==> config.mk <==
export PLATFORM = sky130hd
export DESIGN_NAME = gpac_adc_trigger_gen
export DESIGN_NICKNAME = d
export VERILOG_FILES = /design/src/rtl/gpac_adc_trigger_gen.sv
export SDC_FILE = /design/constraint.sdc
export NUM_CORES = 1
export LEC_CHECK = 0
export ABC_CLOCK_PERIOD_IN_PS = 3900
export CORE_MARGIN = 1.5
export CORE_UTILIZATION = 40
export DETAILED_ROUTE_END_ITERATION = 8
export DONT_BUFFER_PORTS = 1
export SYNTH_ARGS = -nofsm -noshare
export SYNTH_HDL_FRONTEND = slang
export SYNTH_SLANG_ARGS = --single-unit
==> constraint.sdc <==
create_clock -name ADC_ENC -period 3.9 [get_ports ADC_ENC]
set_input_delay 1.17 -clock ADC_ENC [delete_from_list [all_inputs] [get_ports ADC_ENC]]
set_output_delay 1.17 -clock ADC_ENC [all_outputs]
set_load 0.1 [all_outputs]
==> src/rtl/gpac_adc_trigger_gen.sv <==
// Threshold self-trigger for the raw ADC sample stream (ADC_ENC domain).
// Fires one-cycle pulses on qualified crossings, with hysteresis re-arm and hold-off.
module gpac_adc_trigger_gen #(
  parameter int HOLDOFF_WIDTH = 16,
  parameter int CNT_WIDTH     = 16
) (
  input  logic                     ADC_ENC,
  input  logic                     ADC_RST_N,
  input  logic [13:0]              ADC_IN,
  input  logic                     CONF_EN,
  input  logic                     CONF_POLARITY,
  input  logic [13:0]              CONF_THRESHOLD,
  input  logic [13:0]              CONF_HYST,
  input  logic [3:0]               CONF_MIN_WIDTH,
  input  logic [HOLDOFF_WIDTH-1:0] CONF_HOLDOFF,
  input  logic                     CNT_CLEAR,
  output logic                     ADC_TRIGGER,
  output logic                     ARMED,
  output logic [CNT_WIDTH-1:0]     TRIG_CNT
);

  typedef enum logic [2:0] {
    S_IDLE,
    S_REARM,
    S_ARMED,
    S_QUAL,
    S_HOLD
  } state_e;

  localparam logic [HOLDOFF_WIDTH-1:0] HOne =
    {{(HOLDOFF_WIDTH-1){1'b0}}, 1'b1};
  localparam logic [CNT_WIDTH-1:0] COne =
    {{(CNT_WIDTH-1){1'b0}}, 1'b1};

  state_e                   state_q, state_d;
  logic [13:0]              adc_q;
  logic [3:0]               qcnt_q, qcnt_d;
  logic [HOLDOFF_WIDTH-1:0] hcnt_q, hcnt_d;
  logic [CNT_WIDTH-1:0]     cnt_q, cnt_d;
  logic                     trig_q, armed_q, armed_d;
  logic                     fire;
  logic                     qual, rearm;
  logic [14:0]              adc15, th15, hy15;
  logic [3:0]               w_eff;

  // 15-bit sums so threshold +/- hysteresis never wraps
  always_comb begin
    adc15 = {1'b0, adc_q};
    th15  = {1'b0, CONF_THRESHOLD};
    hy15  = {1'b0, CONF_HYST};
    if (CONF_POLARITY) begin
      qual  = adc15 <= th15;
      rearm = adc15 > (th15 + hy15);
    end else begin
      qual  = adc15 >= th15;
      rearm = (adc15 + hy15) < th15;
    end
    w_eff = (CONF_MIN_WIDTH == 4'd0) ? 4'd1 : CONF_MIN_WIDTH;
  end

  always_comb begin
    state_d = state_q;
    qcnt_d  = qcnt_q;
    hcnt_d  = hcnt_q;
    fire    = 1'b0;
    if (!CONF_EN) begin
      state_d = S_IDLE;
      qcnt_d  = '0;
      hcnt_d  = '0;
    end else begin
      unique case (state_q)
        S_IDLE:  state_d = S_REARM;
        S_REARM: if (rearm) state_d = S_ARMED;
        S_ARMED: begin
          if (qual) begin
            qcnt_d = 4'd1;
            if (w_eff == 4'd1) fire = 1'b1;
            else state_d = S_QUAL;
          end
        end
        S_QUAL: begin
          if (qual) begin
            qcnt_d = qcnt_q + 4'd1;
            if ((qcnt_q + 4'd1) == w_eff) fire = 1'b1;
          end else begin
            qcnt_d  = '0;
            state_d = S_ARMED;
          end
        end
        S_HOLD: begin
          hcnt_d = hcnt_q - HOne;
          if (hcnt_q <= HOne) state_d = S_REARM;
        end
        default: state_d = S_IDLE;
      endcase
      if (fire) begin
        qcnt_d = '0;
        hcnt_d = CONF_HOLDOFF;
        state_d = (CONF_HOLDOFF == '0) ? S_REARM : S_HOLD;
      end
    end
  end

  // clear beats a coincident fire; count sticks at all-ones
  always_comb begin
    cnt_d = cnt_q;
    if (CNT_CLEAR) cnt_d = '0;
    else if (fire && (cnt_q != '1)) cnt_d = cnt_q + COne;
    armed_d = (state_d == S_ARMED) || (state_d == S_QUAL);
  end

  always_ff @(posedge ADC_ENC or negedge ADC_RST_N) begin
    if (!ADC_RST_N) begin
      state_q <= S_IDLE;
      adc_q   <= '0;
      qcnt_q  <= '0;
      hcnt_q  <= '0;
      cnt_q   <= '0;
      trig_q  <= 1'b0;
      armed_q <= 1'b0;
    end else begin
      state_q <= state_d;
      adc_q   <= ADC_IN;
      qcnt_q  <= qcnt_d;
      hcnt_q  <= hcnt_d;
      cnt_q   <= cnt_d;
      trig_q  <= fire;
      armed_q <= armed_d;
    end
  end

  assign ADC_TRIGGER = trig_q;
  assign ARMED       = armed_q;
  assign TRIG_CNT    = cnt_q;

endmodule

After elaboration in Yosys (flattened, before gate mapping)

Cells that the tools add are included.

Bits in registers: 55
Input port bits: 67
Output and inout bits: 18
Word-level logic and storage cells: 65

Add/subtract/negate cells: 5
Magnitude comparators: 5
Eq/ne operators: 12
Mux-type cells: 29
Reduce and logical (&&, ||, !) cells: 7

Operator list:

| cell                                                            | count |
|---|---|
| 2-to-1 mux 16 bit                                               | 5 |
| adder 14 x 14 -> 15 bit                                         | 2 |
| 2-to-1 mux 3 bit                                                | 8 |
| 2-to-1 mux 4 bit                                                | 5 |
| adder 16 x 1 -> 16 bit, second input constant                   | 1 |
| less-or-equal comparator 16 x 1 -> 1 bit, second input constant | 1 |
| zero test 16 bit                                                | 1 |
| != test 16 bit, second input constant                           | 1 |
| subtractor 16 x 1 -> 16 bit, second input constant              | 1 |
| greater-than comparator 14 x 15 -> 1 bit                        | 1 |
| < comparator 15 x 14 -> 1 bit                                   | 1 |
| case mux 3 bit (5 select lines)                                 | 1 |
| greater-or-equal comparator 14 bit                              | 1 |
| less-or-equal comparator 14 bit                                 | 1 |
| equality test 3 x 2 -> 1 bit, second input constant             | 4 |
| 2-to-1 mux 1 bit                                                | 8 |
| case mux 4 bit (2 select lines)                                 | 1 |
| adder 4 x 1 -> 4 bit, second input constant                     | 1 |
| equality test 4 x 1 -> 1 bit, second input constant             | 1 |
| equality test 4 bit                                             | 1 |
| zero test 4 bit                                                 | 1 |
| != test 4 x 1 -> 1 bit, second input constant                   | 1 |
| != test 4 bit, second input constant                            | 1 |
| equality test 3 x 1 -> 1 bit, second input constant             | 1 |
| other kinds (8)                                                 | 8 |

Logic depth before layout (Yosys ltp)

Gate-level depths: netlist (run 1).

Depth after elaboration: 11
Gate-level depth with buffers: 16
Gate-level depth less buffers: 16

Least setup slack after synthesis (run 1)

No wires, ideal clock.

Kind: in2reg
From: input port CONF_HYST[0]
To: register state_q[0]
Arrival: 4099 ps
Required time: 3782 ps
Path slack: -317 ps
Stages on the path: 15
Path buffers: 0
Cells stage by stage: ha_1 > inv_1 > fa_1 > nor2b_1 > o31ai_1 > a2111oi_0 > nor2_1 > a211o_1 > xnor2_1 > ha_1 > a21o_1 > a221oi_1 > o21ai_0 > o32a_1 > a21o_1

Word-level cells in the longest chain between the ends: 7
Elaborated cells on any way between the ends: 9
Classes of those cells: add/sub: 2; order compare: 2; mux: 5

Ends and longest elaborated chain:

| element                                                                                          | line   | RTL |
|---|---|---|
| from (decl)                                                                                      | 13     | `input logic [13:0] CONF_HYST,` |
| adder 14 x 14 -> 15 bit (on tied branches)                                                       | 56, 53 |  |
| < comparator 15 x 14 -> 1 bit / greater-than comparator 14 x 15 -> 1 bit (equally long branches) | 56, 53 |  |
| 2-to-1 mux 1 bit (*)                                                                             | 51     | `if (CONF_POLARITY) begin` |
| 2-to-1 mux 3 bit (*)                                                                             | 73     | `S_REARM: if (rearm) state_d = S_ARMED;` |
| case mux 3 bit (5 select lines) (*)                                                              | 71     | `unique case (state_q)` |
| 2-to-1 mux 3 bit (*)                                                                             | 96     | `if (fire) begin` |
| 2-to-1 mux 3 bit (*)                                                                             | 66     | `if (!CONF_EN) begin` |
| net state_d[0]                                                                                   | 35     | `state_e state_q, state_d;` |
| to (signal assigned)                                                                             | 122    | `state_q <= state_d;` |
| to (decl)                                                                                        | 35     |  |

The timed path passes the listed nets; every way through them passes the cells marked *.
A chain may end at the register's enable or synchronous reset.

Worst setup path in the final report (run 1)

Same ends and word-level chain as after synthesis.

==> impl_metrics.json, run 1 <==
{
  "wl_per_cell_um": 16.4,
  "core_area_um2": 12100,
  "grt_pass1_vias": 4552,
  "antenna_found_initial": 1,
  "worstPathMaxFanout": 4,
  "worst-path-buf-inv": 1,
  "synth_top_area_cell": "dfrtp_1",
  "grt_usage": 0.196,
  "synth.distinct_cells": 59,
  "required_ns": 4.09,
  "cts_num_sinks": 55,
  "critPathLaunchType": "primary input",
  "crit_arrival_ns": 4.15,
  "synthTopCellsByArea": "dfrtp_1 27%, ha_1 18%, xnor2_1 4.5%",
  "p_int_mw": 1.19,
  "hold_class": "primary input to async pin",
  "reg2reg_slack_ns": 0.39,
  "place_congestion": 0.845,
  "rsz0062_at_grt": "true",
  "cts_hold_buf": 0,
  "clk_pin_slew_ns": 0.07,
  "finalHoldViolations": 0,
  "critical_path_class": "primary input to flop",
  "cp_cell_sequence": "ha_4 -> inv_2 -> fa_2 -> nor2b_4 -> o31ai_4 -> a211oi_2 -> a21oi_2 -> xnor2_1 -> ha_1 -> a21o_1 -> a21o_1 -> a211o_1 -> a2111oi_4 -> o21ai_1 -> o32a_1 -> a21o_1",
  "dieArea_um2": 13200,
  "stdcell_area_um2": 5760,
  "synth_nets": 718,
  "die_w_um": 115,
  "cts_tree": "built",
  "hpwl_um": 10100,
  "drive_above_1_share": 0.120,
  "path_delay_family": "compound AO/OA/AOI/OAI gates",
  "nFillCells": 1172,
  "p_leak_nw": 2.59,
  "die_h_um": 115,
  "drtIter0Drc": 167,
  "grt_overflow": 0,
  "maxCapViolations": 0,
  "pwr-share-comb": 0.328,
  "fmax_mhz": 252,
  "net-switching-power_mw": 0.559,
  "numCtsBuffers": 5,
  "io_pins": 85,
  "vdd_drop_max_v": 0.000229,
  "worstMarginPinSlew_ns": 1.08,
  "ys_seq_area_frac": 0.274,
  "port_buffers": 0,
  "syn_area_per_cell_um2": 8.73,
  "detail-route-antenna-nets": 0,
  "swShare": 0.319,
  "violations": "setup timing",
  "dr.pass1.iters": 4,
  "cpPeakStageDelay_ns": 0.36,
  "synth_commonest_cells": "73 x ha_1, 55 x dfrtp_1, 53 x nor2_1",
  "max-slew-margin-rel": 0.279,
  "initial_utilization": 0.415,
  "status": "finished, violations left",
  "min_period_ns": 3.96,
  "clockBufferDepth": 2,
  "clock_latency_ns": 0.29,
  "cts_root_buf": "clkbuf_16",
  "viasPerCell": 5.72,
  "crit_path_top_delay_cell": "fa_2",
  "remaining_drc_errors": 0,
  "power_frac_seq": 0.371,
  "synth_warnings": 0,
  "grt_max_degree": 62,
  "synth_seq_cells": 55,
  "drv_slew": 0,
  "areaGrowthSynthToFinish_pct": 14.5,
  "synth_edf_count": 0,
  "grt_pass1_wl_um": 20900,
  "final_nets": 748,
  "dpl_cell_area_um2": 5510,
  "power_density_nw_per_um2": 304,
  "ys_async_sr_fraction": 1.00,
  "regToRegStartpoint": "adc_q[0]$_DFF_PN0_",
  "synth_flop_cell": "dfrtp_1",
  "end_kind": "flop",
  "vias": 4442,
  "syn-cell-area_um2": 5030,
  "crit_path_frequent_cell": "a21o_1",
  "worstReg2RegEnd": "state_q[0]$_DFF_PN0_",
  "routed_wl_um": 12700,
  "total_power_mw": 1.75,
  "setup_viol": 3,
  "htreeDepth": 2,
  "synthCells": 576,
  "setup_slack_ns": -0.0644,
  "netlist.area_leader.share": 0.274,
  "fin_crit_sh": 1.02,
  "power.share.clock": 0.302,
  "rows": 40,
  "reg2reg_depth": 16,
  "yosysMostFrequentCell": "ha_1",
  "worst_clock_skew_ns": 0.00335
}
## power by group through the flow
stage / Sequential [mW] / Combinational [mW] / Clock, mW
after floorplan: 0.642 / 0.433 / 0
after global placement: 0.661 / 0.543 / 0
after detailed placement: 0.661 / 0.555 / 0
after CTS: 0.650 / 0.571 / 0.546
after global routing: 0.655 / 0.650 / 0.565
final: 0.650 / 0.574 / 0.528
## state kept, by name, summed over array words and instances (netlist names)
name and flops:
ADC_TRIGGER 1, ARMED 1, TRIG_CNT 16, adc_q 14, hcnt_q 16, qcnt_q 4
state_q 3
## layout make-up
class,count,area [um2],area share
Timing Repair Buffer,38,298,0.0517
Sequential cell,55,1380,0.239
Clock inverter,2,35.0,0.00609
Inverter,34,128,0.0222
Antenna cell,2,5.00,0.000870
Clock buffer,6,139,0.0241
Tap cell,168,210,0.0365
Multi-Input combinational cell,472,3560,0.619
## through the flow
| step | util | hold slack, ns | setup TNS [ns] | cells | worst slack, ns |
|---|---|---|---|---|---|
| detailed placement | 0.455 | 0.561 | -1.14 | 765 | -0.397 |
| global placement | 0.455 | 0.556 | -0.942 | 765 | -0.335 |
| CTS | 0.473 | 0.554 | 0 | 773 | 0.0123 |
| finish | 0.475 | 0.566 | -0.106 | 777 | -0.0644 |
| floorplan | - | 0.530 | -0.261 | 576 | -0.117 |
| global route | 0.475 | 0.549 | -0.588 | 776 | -0.209 |
## how the worst max path moves through the flow
stage                             from                   end  slack (ns)  cells past startpoint
after floorplan           CONF_HYST[0]  state_q[0]$_DFF_PN0_       -0.12                     15
after global placement    CONF_HYST[0]  state_q[0]$_DFF_PN0_       -0.33                     15
after detailed placement  CONF_HYST[1]  state_q[1]$_DFF_PN0_       -0.40                     15
after CTS                 CONF_HYST[0]  state_q[0]$_DFF_PN0_        0.01                     16
after global routing      CONF_HYST[0]  state_q[0]$_DFF_PN0_       -0.21                     16
final                     CONF_HYST[0]  state_q[0]$_DFF_PN0_       -0.06                     16
## worst reg2reg max path, cell delays in order, from the launching register on
cell and delay (ns):
dfrtp_1 0.39, ha_4 0.15, inv_2 0.03, fa_2 0.36
nor2b_4 0.15, o31ai_4 0.12, a211oi_2 0.26, a21oi_2 0.09
xnor2_1 0.13, ha_1 0.31, a21o_1 0.18, a21o_1 0.17
a211o_1 0.30, a2111oi_4 0.22, o21ai_1 0.14, o32a_1 0.23
a21o_1 0.17
## layer usage
layer / GRT usage / up-vias / routed length [um]
li1: - / 2216 / -
met1: 0.243 / 2126 / 5630
met2: 0.351 / 84 / 6310
met3: 0.0300 / 16 / 529
met4: 0.0593 / 0 / 274
met5: 0 / - / 0
## timing repair
action / in CTS / in global routing
endpoints found under the setup margin: 3 / 3
resized for setup: 5 / 4
setup buffers: 0 / 2
pin swaps: 2 / 10
## cell families after synthesis
logic type               Yosys count  share of synthesized area
flip-flops                        55                      0.274
XOR/XNOR                          38                     0.0692
AND/OR/NAND/NOR                  206                      0.219
buffers and inverters             49                     0.0381
multiplexers                       5                     0.0112
adder cells (fa/ha/maj)           75                      0.190
AO/OA/AOI/OAI                    148                      0.199
## placed cells by master (no fill, tap or decap), drive strengths merged, types with 3 or more instances in the layout
cell type | synthesis | routed
nand4 | 8 | 8
dfrtp | 55 | 55
or3 | 7 | 7
ha | 73 | 73
o31ai | 9 | 9
a211o | 4 | 4
nor4b | 3 | 3
and3 | 9 | 9
buf | 7 | 38
a21oi | 40 | 40
nor2 | 53 | 53
nor3 | 25 | 25
a211oi | 21 | 21
nor4 | 14 | 14
o21a | 4 | 4
nand2 | 30 | 30
xor2 | 11 | 11
nand4b | 3 | 3
o21ai | 25 | 25
inv | 34 | 34
clkbuf | 8 | 6
a21boi | 3 | 3
nor2b | 11 | 11
nand2b | 8 | 8
a2111oi | 6 | 6
a311oi | 3 | 3
xnor2 | 26 | 26
a21o | 11 | 11
nand3 | 19 | 19
mux2 | 5 | 5
or4 | 8 | 8
and2 | 3 | 3
Power figures use the tool's default switching activity.
==> inputs of run 2 (changes only) <==
--- a/config.mk
+++ b/config.mk
@@ -10,6 +10,7 @@
 export CORE_UTILIZATION = 40
 export DETAILED_ROUTE_END_ITERATION = 8
 export DONT_BUFFER_PORTS = 1
+export SKIP_CTS_REPAIR_TIMING = 1
 export SYNTH_ARGS = -nofsm -noshare
 export SYNTH_HDL_FRONTEND = slang
 export SYNTH_SLANG_ARGS = --single-unit
==> impl_metrics.json, run 2 (synthesized netlist as in run 1, its figures left out) <==
{
  "power_frac_seq": 0.369,
  "remaining_drc_errors": 0,
  "p_int_mw": 1.20,
  "required_ns": 4.09,
  "vdd_drop_max_v": 0.000228,
  "dpl_cell_area_um2": 5510,
  "wl_met2_um": 6450,
  "instances_no_fill": 778,
  "placed_cells": 765,
  "place_ws_ns": -0.397,
  "vias": 4451,
  "rsz0062_at_grt": "true",
  "htreeDepth": 2,
  "power_density_nw_per_um2": 305,
  "cts_num_sinks": 55,
  "drv_slew": 0,
  "place_congestion": 0.845,
  "crit_arrival_ns": 4.14,
  "die_w_um": 115,
  "routed.top_layer": "met4",
  "net-switching-power_mw": 0.562,
  "setup_viol": 3,
  "hpwl_um": 10100,
  "max-slew-margin-rel": 0.278,
  "critPathLaunchType": "primary input",
  "final_common_cell": "ha_1",
  "cts_tree": "built",
  "dr.pass1.iters": 4,
  "antenna_found_initial": 1,
  "power.share.clock": 0.300,
  "min_period_ns": 3.95,
  "worst_clock_skew_ns": 0.00356,
  "drtIter0Drc": 181,
  "critical_path_class": "primary input to flop",
  "fmax_mhz": 253,
  "grt_max_degree": 62,
  "clockBufferDepth": 2,
  "worstPathMaxFanout": 4,
  "clock_latency_ns": 0.29,
  "final_nets": 749,
  "io_pins": 85,
  "status": "finished, violations left",
  "worstMarginPinSlew_ns": 1.08,
  "grt_pass1_vias": 4521,
  "maxCapViolations": 0,
  "wl_met3_um": 578,
  "core_area_um2": 12100,
  "fin_crit_sh": 1.01,
  "initial_utilization": 0.415,
  "detail-route-antenna-nets": 0,
  "routed_wl_um": 12800,
  "cts_root_buf": "clkbuf_16",
  "drt-met1-wl_um": 5610,
  "port_buffers": 0,
  "die_h_um": 115,
  "grt_pass1_wl_um": 20800,
  "layout_common_cells": "72 x ha_1, 55 x dfrtp_1, 53 x nor2_1",
  "areaGrowthSynthToFinish_pct": 14.9,
  "drive_above_1_share": 0.125,
  "violations": "setup timing",
  "finalHoldViolations": 0,
  "pwr-share-comb": 0.331,
  "dieArea_um2": 13200,
  "grt_usage": 0.195,
  "setup_slack_ns": -0.0524,
  "hold_class": "primary input to async pin",
  "end_kind": "flop",
  "swShare": 0.320,
  "clk_pin_slew_ns": 0.07,
  "stdcell_area_um2": 5770,
  "grt_overflow": 0,
  "viasPerCell": 5.72,
  "numCtsBuffers": 5,
  "p_leak_nw": 2.59,
  "wl_per_cell_um": 16.5,
  "rows": 40
}
-- run 2: changes by cell type in the layout (fill, tap and decap cells not counted), sizes merged --
cell,before,now
buf,38,39
-- run 2: per-stage QoR --
step | hold slack [ns] | total power, mW | TNS, ns | util
3_5_place_dp | 0.561 | 1.22 | -1.14 | 0.455
6_report | 0.566 | 1.76 | -0.0760 | 0.477
3_3_place_gp | 0.556 | 1.20 | -0.942 | 0.455
2_1_floorplan | 0.530 | 1.08 | -0.261 | -
5_1_grt | 0.549 | 1.88 | -0.541 | 0.477
4_1_cts | 0.554 | 1.75 | -0.180 | 0.469
-- run 2: power by group through the flow --
stage               combinational [mW]  sequential (mW)  clock (mW)
floorplan                        0.433            0.642           0
finish                           0.581            0.650       0.528
detailed placement               0.555            0.661           0
global route                     0.656            0.655       0.565
global placement                 0.543            0.661           0
CTS                              0.559            0.650       0.546
-- run 2: critical path, cell delays in order --
cell and delay [ns]:
ha_4 0.11, inv_2 0.03, fa_2 0.36, nor2b_4 0.15
o31ai_4 0.09, a211oi_2 0.25, a21oi_2 0.09, xnor2_1 0.14
ha_1 0.31, a21o_1 0.18, a21o_1 0.17, a211o_1 0.30
a2111oi_4 0.22, o21ai_1 0.14, o32a_1 0.25, a21o_1 0.18
-- run 2: per-layer routing --
metal  up-vias  global-route usage
li1       2220                   -
met1      2138               0.242
met2        81               0.356
met3        12              0.0300
met4         0              0.0469
met5         -                   0
-- run 2: layout make-up --
cell class	instances	area [um2]
diodes	2	5.00
clock buffers	6	139
clock inverters	2	35.0
fillers	1173	6340
inverters	34	128
multi-input cells	472	3580
flip-flops and latches	55	1380
well taps	168	210
repair buffers	39	305
-- run 2: worst paths after layout --
check | end | slack [ns] | from | depth (start not counted)
min reg2reg | qcnt_q[3]$_DFFE_PN0P_ | 0.57 | qcnt_q[3]$_DFFE_PN0P_ | 2
max reg2reg | state_q[0]$_DFF_PN0_ | 0.41 | adc_q[0]$_DFF_PN0_ | 16
min in group ADC_ENC | qcnt_q[3]$_DFFE_PN0P_ | 0.57 | qcnt_q[3]$_DFFE_PN0P_ | 2
max | state_q[0]$_DFF_PN0_ | -0.05 | CONF_HYST[0] | 16
min | hcnt_q[8]$_DFFE_PN0P_ | 0.57 | ADC_RST_N | 0
max in group asynchronous | adc_q[10]$_DFF_PN0_ | 3.25 | ADC_RST_N | 0
==> inputs of run 3 (changes only) <==
--- a/config.mk
+++ b/config.mk
@@ -6,7 +6,6 @@
 export NUM_CORES = 1
 export LEC_CHECK = 0
 export ABC_CLOCK_PERIOD_IN_PS = 3900
-export CORE_MARGIN = 1.5
 export CORE_UTILIZATION = 40
 export DETAILED_ROUTE_END_ITERATION = 8
 export DONT_BUFFER_PORTS = 1
==> impl_metrics.json, run 3 (synthesized netlist as in run 1, its figures left out) <==
{
  "cts_tree": "built",
  "clock_latency_ns": 0.30,
  "hold_class": "primary input to async pin",
  "p_leak_nw": 2.58,
  "drive_above_1_share": 0.124,
  "dr.pass1.iters": 4,
  "routed_wl_um": 12700,
  "grt_overflow": 0,
  "dieArea_um2": 13000,
  "critical_path_class": "primary input to flop",
  "final_common_cell": "ha_1",
  "layout_common_cells": "72 x ha_1, 55 x dfrtp_1, 53 x nor2_1",
  "setup_slack_ns": 0.0288,
  "critPathLaunchType": "primary input",
  "initial_utilization": 0.415,
  "cts_num_sinks": 55,
  "seq_area_um2": 1380,
  "reg2reg_depth": 14,
  "clk_pin_slew_ns": 0.07,
  "drtIter0Drc": 166,
  "finalSetupTns_ns": 0,
  "min_period_ns": 3.87,
  "areaGrowthSynthToFinish_pct": 14.6,
  "status": "finished clean",
  "port_buffers": 0,
  "finalHoldViolations": 0,
  "max-slew-margin-rel": 0.257,
  "end_kind": "flop",
  "place_ws_ns": -0.392,
  "die_h_um": 114,
  "rsz0062_at_grt": "true",
  "maxCapViolations": 0,
  "power_density_nw_per_um2": 305,
  "viasPerCell": 5.66,
  "grt_usage": 0.199,
  "remaining_drc_errors": 0,
  "antenna_found_initial": 0,
  "hpwl_um": 9940,
  "vdd_drop_max_v": 0.000173,
  "worstMarginPinSlew_ns": 1.11,
  "wl_per_cell_um": 16.4,
  "total_power_mw": 1.76,
  "nFillCells": 1195,
  "core_area_um2": 12100,
  "drv_slew": 0,
  "hold_slack_ns": 0.563,
  "htreeDepth": 2,
  "grt_pass1_wl_um": 20700,
  "cts_root_buf": "clkbuf_16",
  "worstPathMaxFanout": 3,
  "die_w_um": 114,
  "utilization": 0.475,
  "worstReg2RegEnd": "state_q[0]$_DFF_PN0_",
  "regToRegStartpoint": "adc_q[1]$_DFF_PN0_",
  "worst_clock_skew_ns": 0.00939,
  "io_pins": 85,
  "reg2reg_slack_ns": 0.49,
  "setup_viol": 0,
  "rows": 40,
  "grt_max_degree": 63,
  "fmax_mhz": 258,
  "required_ns": 4.09,
  "fin_crit_sh": 0.993,
  "numCtsBuffers": 5,
  "crit_arrival_ns": 4.06,
  "place_congestion": 0.840,
  "multi_input_area_um2": 3570,
  "clockBufferDepth": 2,
  "vias": 4388,
  "diodes": 0,
  "detail-route-antenna-nets": 0,
  "grt_pass1_vias": 4375,
  "final_nets": 748
}
[run 3: metal layers]
layer	global-route usage	routed length [um]
met2	0.350	6420
met5	0	0
met3	0.0296	517
met1	0.256	5580
met4	0.0528	160
[run 3: worst max-delay path: stages]
cell and delay, ns:
ha_4 0.11, inv_2 0.03, fa_2 0.37, nor2b_4 0.16, o31ai_4 0.09, a211oi_2 0.25
a21oi_2 0.08, xnor2_1 0.13, ha_1 0.30, a21o_1 0.18, a21o_1 0.17, a211o_1 0.30
a2111oi_4 0.20, o21ai_1 0.12, o32a_1 0.23, a21o_1 0.17
[run 3: how the worst max path moves through the flow]
| stage | startpoint | slack, ns | endpoint | cells past startpoint |
|---|---|---|---|---|
| final | CONF_HYST[0] | 0.03 | state_q[0]$_DFF_PN0_ | 16 |
| after global routing | CONF_THRESHOLD[1] | -0.17 | state_q[0]$_DFF_PN0_ | 16 |
| after CTS | CONF_HYST[0] | -0.07 | state_q[0]$_DFF_PN0_ | 15 |
| after detailed placement | CONF_HYST[0] | -0.39 | state_q[0]$_DFF_PN0_ | 15 |
| after global placement | CONF_HYST[0] | -0.31 | state_q[0]$_DFF_PN0_ | 15 |
| after floorplan | CONF_HYST[0] | -0.12 | state_q[0]$_DFF_PN0_ | 15 |
[run 3: per-stage QoR]
step	cells	instance area, um2
after detailed placement	766	5520
after global placement	766	5520
after global routing	775	5760
after CTS	774	5690
final	775	5760
after floorplan	576	5080
[run 3: final cells by class]
class                      instances  share of cell area
clock inverter                     2             0.00608
clock buffer                       6              0.0241
tap                              168              0.0365
sequential                        55               0.239
timing repair buffer              38              0.0517
inverter                          34              0.0222
multi-input combinational        472               0.620
[run 3: report_power, final]
group / internal, mW / switching (mW)
clock: 0.320 / 0.204
combinational: 0.281 / 0.302
sequential: 0.595 / 0.0556
total: 1.20 / 0.561
